[config.mk]
export PLATFORM = sky130hd
export DESIGN_NAME = xvc_shift_ctrl
export DESIGN_NICKNAME = d
export VERILOG_FILES = /design/src/rtl/xvc_shift_ctrl.sv
export SDC_FILE = /design/constraint.sdc
export NUM_CORES = 1
export LEC_CHECK = 0
export CAP_MARGIN = 5
export CORE_UTILIZATION = 50
export DETAILED_ROUTE_END_ITERATION = 16
export GPL_TIMING_DRIVEN = 0
export HOLD_SLACK_MARGIN = 0.03
export PLACE_DENSITY = 0.81
export SLEW_MARGIN = 20
export SYNTH_ARGS = -nofsm -noshare
export SYNTH_HDL_FRONTEND = slang
export SYNTH_SLANG_ARGS = --single-unit
[constraint.sdc]
create_clock -name clk_i -period 4.03 [get_ports clk_i]
set_input_delay 0.806 -clock clk_i [delete_from_list [all_inputs] [get_ports clk_i]]
set_output_delay 0.806 -clock clk_i [all_outputs]
set_load 0.01 [all_outputs]
[src/rtl/xvc_shift_ctrl.sv]
// rtl/xvc_shift_ctrl.sv - splits an XVC shift command into 32-bit JTAG engine chunks and streams back TDO words
module xvc_shift_ctrl #(
    parameter int unsigned C_DONE_TIMEOUT = 65535
) (
    input  logic        clk_i,
    input  logic        reset_n_i,
    input  logic        cmd_valid_i,
    output logic        cmd_ready_o,
    input  logic [31:0] cmd_len_i,
    input  logic        in_valid_i,
    output logic        in_ready_o,
    input  logic [31:0] in_tms_i,
    input  logic [31:0] in_tdi_i,
    output logic        out_valid_o,
    input  logic        out_ready_i,
    output logic [31:0] out_tdo_o,
    output logic        out_last_o,
    output logic        jp_en_o,
    output logic [31:0] jp_length_o,
    output logic [31:0] jp_tms_o,
    output logic [31:0] jp_tdi_o,
    input  logic        jp_done_i,
    input  logic [31:0] jp_tdo_i,
    output logic        busy_o,
    output logic        done_o,
    output logic        err_o
);

    typedef enum logic [2:0] {
        S_IDLE,
        S_FETCH,
        S_LAUNCH,
        S_GAP,
        S_WAIT,
        S_EMIT
    } state_t;

    state_t      r_state;
    state_t      w_next;
    logic [31:0] r_rem;
    logic [31:0] r_cnt;
    logic [31:0] r_len;
    logic [31:0] r_tms;
    logic [31:0] r_tdi;
    logic [31:0] r_tdo;
    logic        r_done;
    logic        r_err;

    logic [31:0] w_cnt_next;
    logic        w_timeout;
    logic [31:0] w_rem_next;
    logic [31:0] w_chunk;
    logic [31:0] w_mask;

    assign w_cnt_next = r_cnt + 32'd1;
    assign w_timeout  = (w_cnt_next >= C_DONE_TIMEOUT);
    assign w_rem_next = r_rem - r_len;
    assign w_chunk    = (r_rem > 32'd32) ? 32'd32 : r_rem;
    // A shift by 32 yields zero, so a full-width chunk keeps every bit.
    assign w_mask     = ~(32'hFFFF_FFFF << r_len);

    always_ff @(posedge clk_i or negedge reset_n_i) begin
        if (!reset_n_i) begin
            r_state <= S_IDLE;
        end else begin
            r_state <= w_next;
        end
    end

    always_comb begin
        w_next      = r_state;
        cmd_ready_o = 1'b0;
        in_ready_o  = 1'b0;
        out_valid_o = 1'b0;
        jp_en_o     = 1'b0;
        busy_o      = 1'b1;
        case (r_state)
            S_IDLE: begin
                // Held low while reset is asserted so every output reads zero.
                cmd_ready_o = reset_n_i;
                busy_o      = 1'b0;
                if (cmd_valid_i && (cmd_len_i != 32'd0)) begin
                    w_next = S_FETCH;
                end
            end
            S_FETCH: begin
                in_ready_o = 1'b1;
                if (in_valid_i) begin
                    w_next = S_LAUNCH;
                end
            end
            S_LAUNCH: begin
                jp_en_o = 1'b1;
                w_next  = S_GAP;
            end
            S_GAP: begin
                w_next = S_WAIT;
            end
            S_WAIT: begin
                if (jp_done_i) begin
                    w_next = S_EMIT;
                end else if (w_timeout) begin
                    w_next = S_IDLE;
                end
            end
            S_EMIT: begin
                out_valid_o = 1'b1;
                if (out_ready_i) begin
                    w_next = (w_rem_next == 32'd0) ? S_IDLE : S_FETCH;
                end
            end
            default: begin
                w_next = S_IDLE;
            end
        endcase
    end

    always_ff @(posedge clk_i or negedge reset_n_i) begin
        if (!reset_n_i) begin
            r_rem  <= 32'd0;
            r_cnt  <= 32'd0;
            r_len  <= 32'd0;
            r_tms  <= 32'd0;
            r_tdi  <= 32'd0;
            r_tdo  <= 32'd0;
            r_done <= 1'b0;
            r_err  <= 1'b0;
        end else begin
            r_done <= 1'b0;
            case (r_state)
                S_IDLE: begin
                    if (cmd_valid_i) begin
                        r_err <= 1'b0;
                        if (cmd_len_i == 32'd0) begin
                            r_done <= 1'b1;
                        end else begin
                            r_rem <= cmd_len_i;
                        end
                    end
                end
                S_FETCH: begin
                    if (in_valid_i) begin
                        r_tms <= in_tms_i;
                        r_tdi <= in_tdi_i;
                        r_len <= w_chunk;
                    end
                end
                S_GAP: begin
                    r_cnt <= 32'd0;
                end
                S_WAIT: begin
                    // Completion wins over a timeout landing in the same cycle.
                    if (jp_done_i) begin
                        r_tdo <= jp_tdo_i & w_mask;
                    end else if (w_timeout) begin
                        r_err <= 1'b1;
                        r_rem <= 32'd0;
                    end else begin
                        r_cnt <= w_cnt_next;
                    end
                end
                S_EMIT: begin
                    if (out_ready_i) begin
                        r_rem <= w_rem_next;
                        if (w_rem_next == 32'd0) begin
                            r_done <= 1'b1;
                        end
                    end
                end
                default: begin
                end
            endcase
        end
    end

    assign out_tdo_o   = r_tdo;
    assign out_last_o  = (r_state == S_EMIT) && (r_rem <= 32'd32);
    assign jp_length_o = r_len;
    assign jp_tms_o    = r_tms;
    assign jp_tdi_o    = r_tdi;
    assign done_o      = r_done;
    assign err_o       = r_err;

endmodule

==> impl_metrics.env <==
export IMPL_fin_total_pwr_mw=10.9
export IMPL_place_hpwl_mm=26.7
export IMPL_die_w_um=149
export IMPL_cts_buffers_inserted=17
export IMPL_synth_ff_type="dfrtp_1"
export IMPL_drc=0
export IMPL_ys_warn_count=0
export IMPL_grt_pass1_vias=9891
export IMPL_start_kind="register"
export IMPL_syn_area_per_cell_um2=8.81
export IMPL_setup_tns_ps=0
export IMPL_grt_first_pass_wirelength_mm=53.6
export IMPL_worstPathArrival_ps=4200
export IMPL_nNetsFinal=1683
export IMPL_antenna_found_initial=1
export IMPL_ys_ff_latch=197
export IMPL_setup_violations=0
export IMPL_drive_gt1_share_pct=7.79
export IMPL_clk_pin_slew_ps=80
export IMPL_clk_latency_ps=450
export IMPL_yosysSeqAreaShare_pct=45.8
export IMPL_fin_worst_skew_ps=19.5
export IMPL_initial_utilization_pct=51.0
export IMPL_vias=10500
export IMPL_hold_ws_ps=259
export IMPL_cap_violations=0
export IMPL_hold_path_class="primary input to asynchronous set/reset pin"
export IMPL_crit_fanout=4
export IMPL_grt_total_usage_pct=31.6
export IMPL_io_pins=270
export IMPL_cts_max_path_buffers=2
export IMPL_port_buffers=269
export IMPL_diodes=0
export IMPL_crit_type="register to register"
export IMPL_relSlewSlack_pct=48.8
export IMPL_netlist_area_um2=10800
export IMPL_power_density_nw_per_um2=743
export IMPL_max_freq_mhz=258
export IMPL_synth_edf_count=0
export IMPL_synth_async_sr_flop_share_pct=100
export IMPL_min_period_ps=3880
export IMPL_crit_path_end_kind="register"
export IMPL_drt_vias_per_instance=5.80
export IMPL_root_buffer="clkbuf_16"
export IMPL_synth_cells=1222
export IMPL_core_um2=21100
export IMPL_grt_max_degree=92
export IMPL_status="complete, no violations"
export IMPL_min_period_over_period_pct=96.2
export IMPL_peakVddDrop_v=0.000364
export IMPL_routed_wirelength_mm=35.0
export IMPL_rows=53
export IMPL_drtAntennaViolNets=0
export IMPL_grt_overflow_total=0
export IMPL_detail_route_wl_per_cell_um=19.4
export IMPL_synth_cell_types=75
export IMPL_die_area_um2=22100
export IMPL_htreeDepth=4
export IMPL_pre_cts_ws_ps=-455
export IMPL_leakage_nw=6.47
export IMPL_clock_sink_count=197
export IMPL_required_ps=4350
export IMPL_drtPass1Iterations=7
export IMPL_slew_violations=0
export IMPL_cts_tree="built"
export IMPL_worst_slack_ps=152
export IMPL_syn_num_nets=1390
export IMPL_syn2layout_area_growth_pct=36.0
export IMPL_tightest_slew_ps=768
export IMPL_gp_congestion=0.971
export IMPL_final_hold_viol_count=0
export IMPL_drtIter0Drc=718
export IMPL_die_h_um=149
[cells in the final DEF, fill, tap and decap left out, types with 20 or more instances in the layout]
cell,instances
nand2_1,313
clkdlybuf4s50_1,268
dfrtp_1,194
nor2_1,72
o21ai_0,70
a21oi_1,47
clkbuf_1,45
inv_1,42
mux2_2,32
ha_1,31
and3_1,28
nor3_1,24
nor4_1,24
a22o_1,23
nand4_1,21
nand3_1,20
[worst max-delay path, cell delays in order, from the launching register on]
cell      delay, ps
dfrtp_1         370
inv_2            80
ha_2            180
inv_1            50
fa_1            410
a21o_1          230
a221o_1         440
a41oi_4         350
a21oi_4         130
nor3b_4         280
xnor2_2         110
or4b_4          570
nor4_4          170
nand4b_1        140
a31o_1          240
[worst paths after layout]
check                                              start                  endpoint  slack (ps)  depth (start not counted)
worst max-delay path                r_rem[0]$_DFFE_PN0P_    r_state[0]$_DFFE_PN0P_         150                         14
worst min-delay path                           reset_n_i     r_cnt[27]$_DFFE_PN0P_         260                          1
worst max register to register      r_rem[0]$_DFFE_PN0P_    r_state[0]$_DFFE_PN0P_         150                         14
worst min register to register  out_tdo_o[3]$_DFFE_PN0P_  out_tdo_o[3]$_DFFE_PN0P_         470                          2
max in group asynchronous                      reset_n_i      r_rem[7]$_DFFE_PN0P_        2940                          2
min in group clk_i              out_tdo_o[3]$_DFFE_PN0P_  out_tdo_o[3]$_DFFE_PN0P_         470                          2
[synth_stat cells (all sizes together) (5+ instances only)]
library cell / count / area, um2
inv: 43 / 161
nor4: 30 / 218
o311ai: 8 / 70.1
or3: 6 / 37.5
nand2: 313 / 1170
o21a: 6 / 45.0
nand4: 23 / 165
o21bai: 5 / 37.5
a21o: 10 / 75.1
a22o: 23 / 201
nor3: 25 / 130
and4: 6 / 52.6
o211ai: 11 / 82.6
clkbuf: 49 / 188
nor2: 72 / 270
nor2b: 7 / 43.8
buf: 17 / 82.6
xor2: 15 / 131
nand3: 21 / 110
a21oi: 49 / 245
nand2b: 7 / 43.8
ha: 33 / 413
o21ai: 71 / 355
dfrtp: 197 / 4930
o31ai: 11 / 87.6
mux2i: 5 / 50.1
xnor2: 18 / 158
and3: 28 / 175
mux2: 32 / 360
o22ai: 8 / 50.1
a31oi: 9 / 56.3
and2: 10 / 65.1
[kinds of logic (layout without fill, tap and decap cells)]
logic type	Yosys count	in the layout	share of synthesized area [%]
xor+xnor	33	33	2.69
mux	37	37	3.81
flops	197	197	45.8
compound gates	247	247	15.2
buf+inv	109	415	4.01
simple gates	565	565	24.4
fa+ha+maj	34	34	4.02
[metal layers]
layer / track usage (%) / vias up / routed length, um
met5: 0 / - / 13
met4: 10.2 / 2 / 992
met3: 6.29 / 63 / 2470
met2: 50.0 / 411 / 16500
met1: 43.5 / 5099 / 15100
li1: - / 4878 / -
[timing repair]
| action | in CTS | in global routing |
|---|---|---|
| hold buffers | 0 | 0 |
| buffers inserted | 2 | 3 |
| endpoints found under the hold margin | 0 | 0 |
| gates resized for setup | 8 | 17 |
| endpoints found under the setup margin | 9 | 52 |
| pin swaps | 0 | 7 |
[report_power, final]
part	leakage, nW	internal [mW]	total [mW]	switching (mW)
registers	2.53	2.66	3.16	0.494
clock network	0.298	0.901	1.79	0.885
logic	3.64	2.62	5.93	3.30
[registers in the layout (all words and copies together) (netlist names)]
signal,count
jp_tms_o,32
r_state,3
jp_length_o,32
err_o,1
out_tdo_o,32
jp_tdi_o,32
done_o,1
r_cnt,32
r_rem,32
[through the flow]
| step | cell area (um2) | util [%] | std cells |
|---|---|---|---|
| final | 14600 | 69.4 | 1803 |
| after CTS | 14500 | 68.8 | 1801 |
| after global routing | 14600 | 69.4 | 1803 |
| after floorplan | 10800 | - | 1222 |
| after detailed placement | 13900 | 65.7 | 1768 |
| after global placement | 13800 | 65.4 | 1766 |
[cell type report]
class | instances | area (um2)
inverters | 43 | 161
multi-input cells | 916 | 5520
fillers | 1654 | 6460
clock buffers | 18 | 429
plain buffers | 64 | 263
well taps | 275 | 344
clock inverters | 14 | 184
repair buffers | 276 | 2790
flip-flops and latches | 197 | 4930
Note: power is estimated with default switching activity, not from simulation.
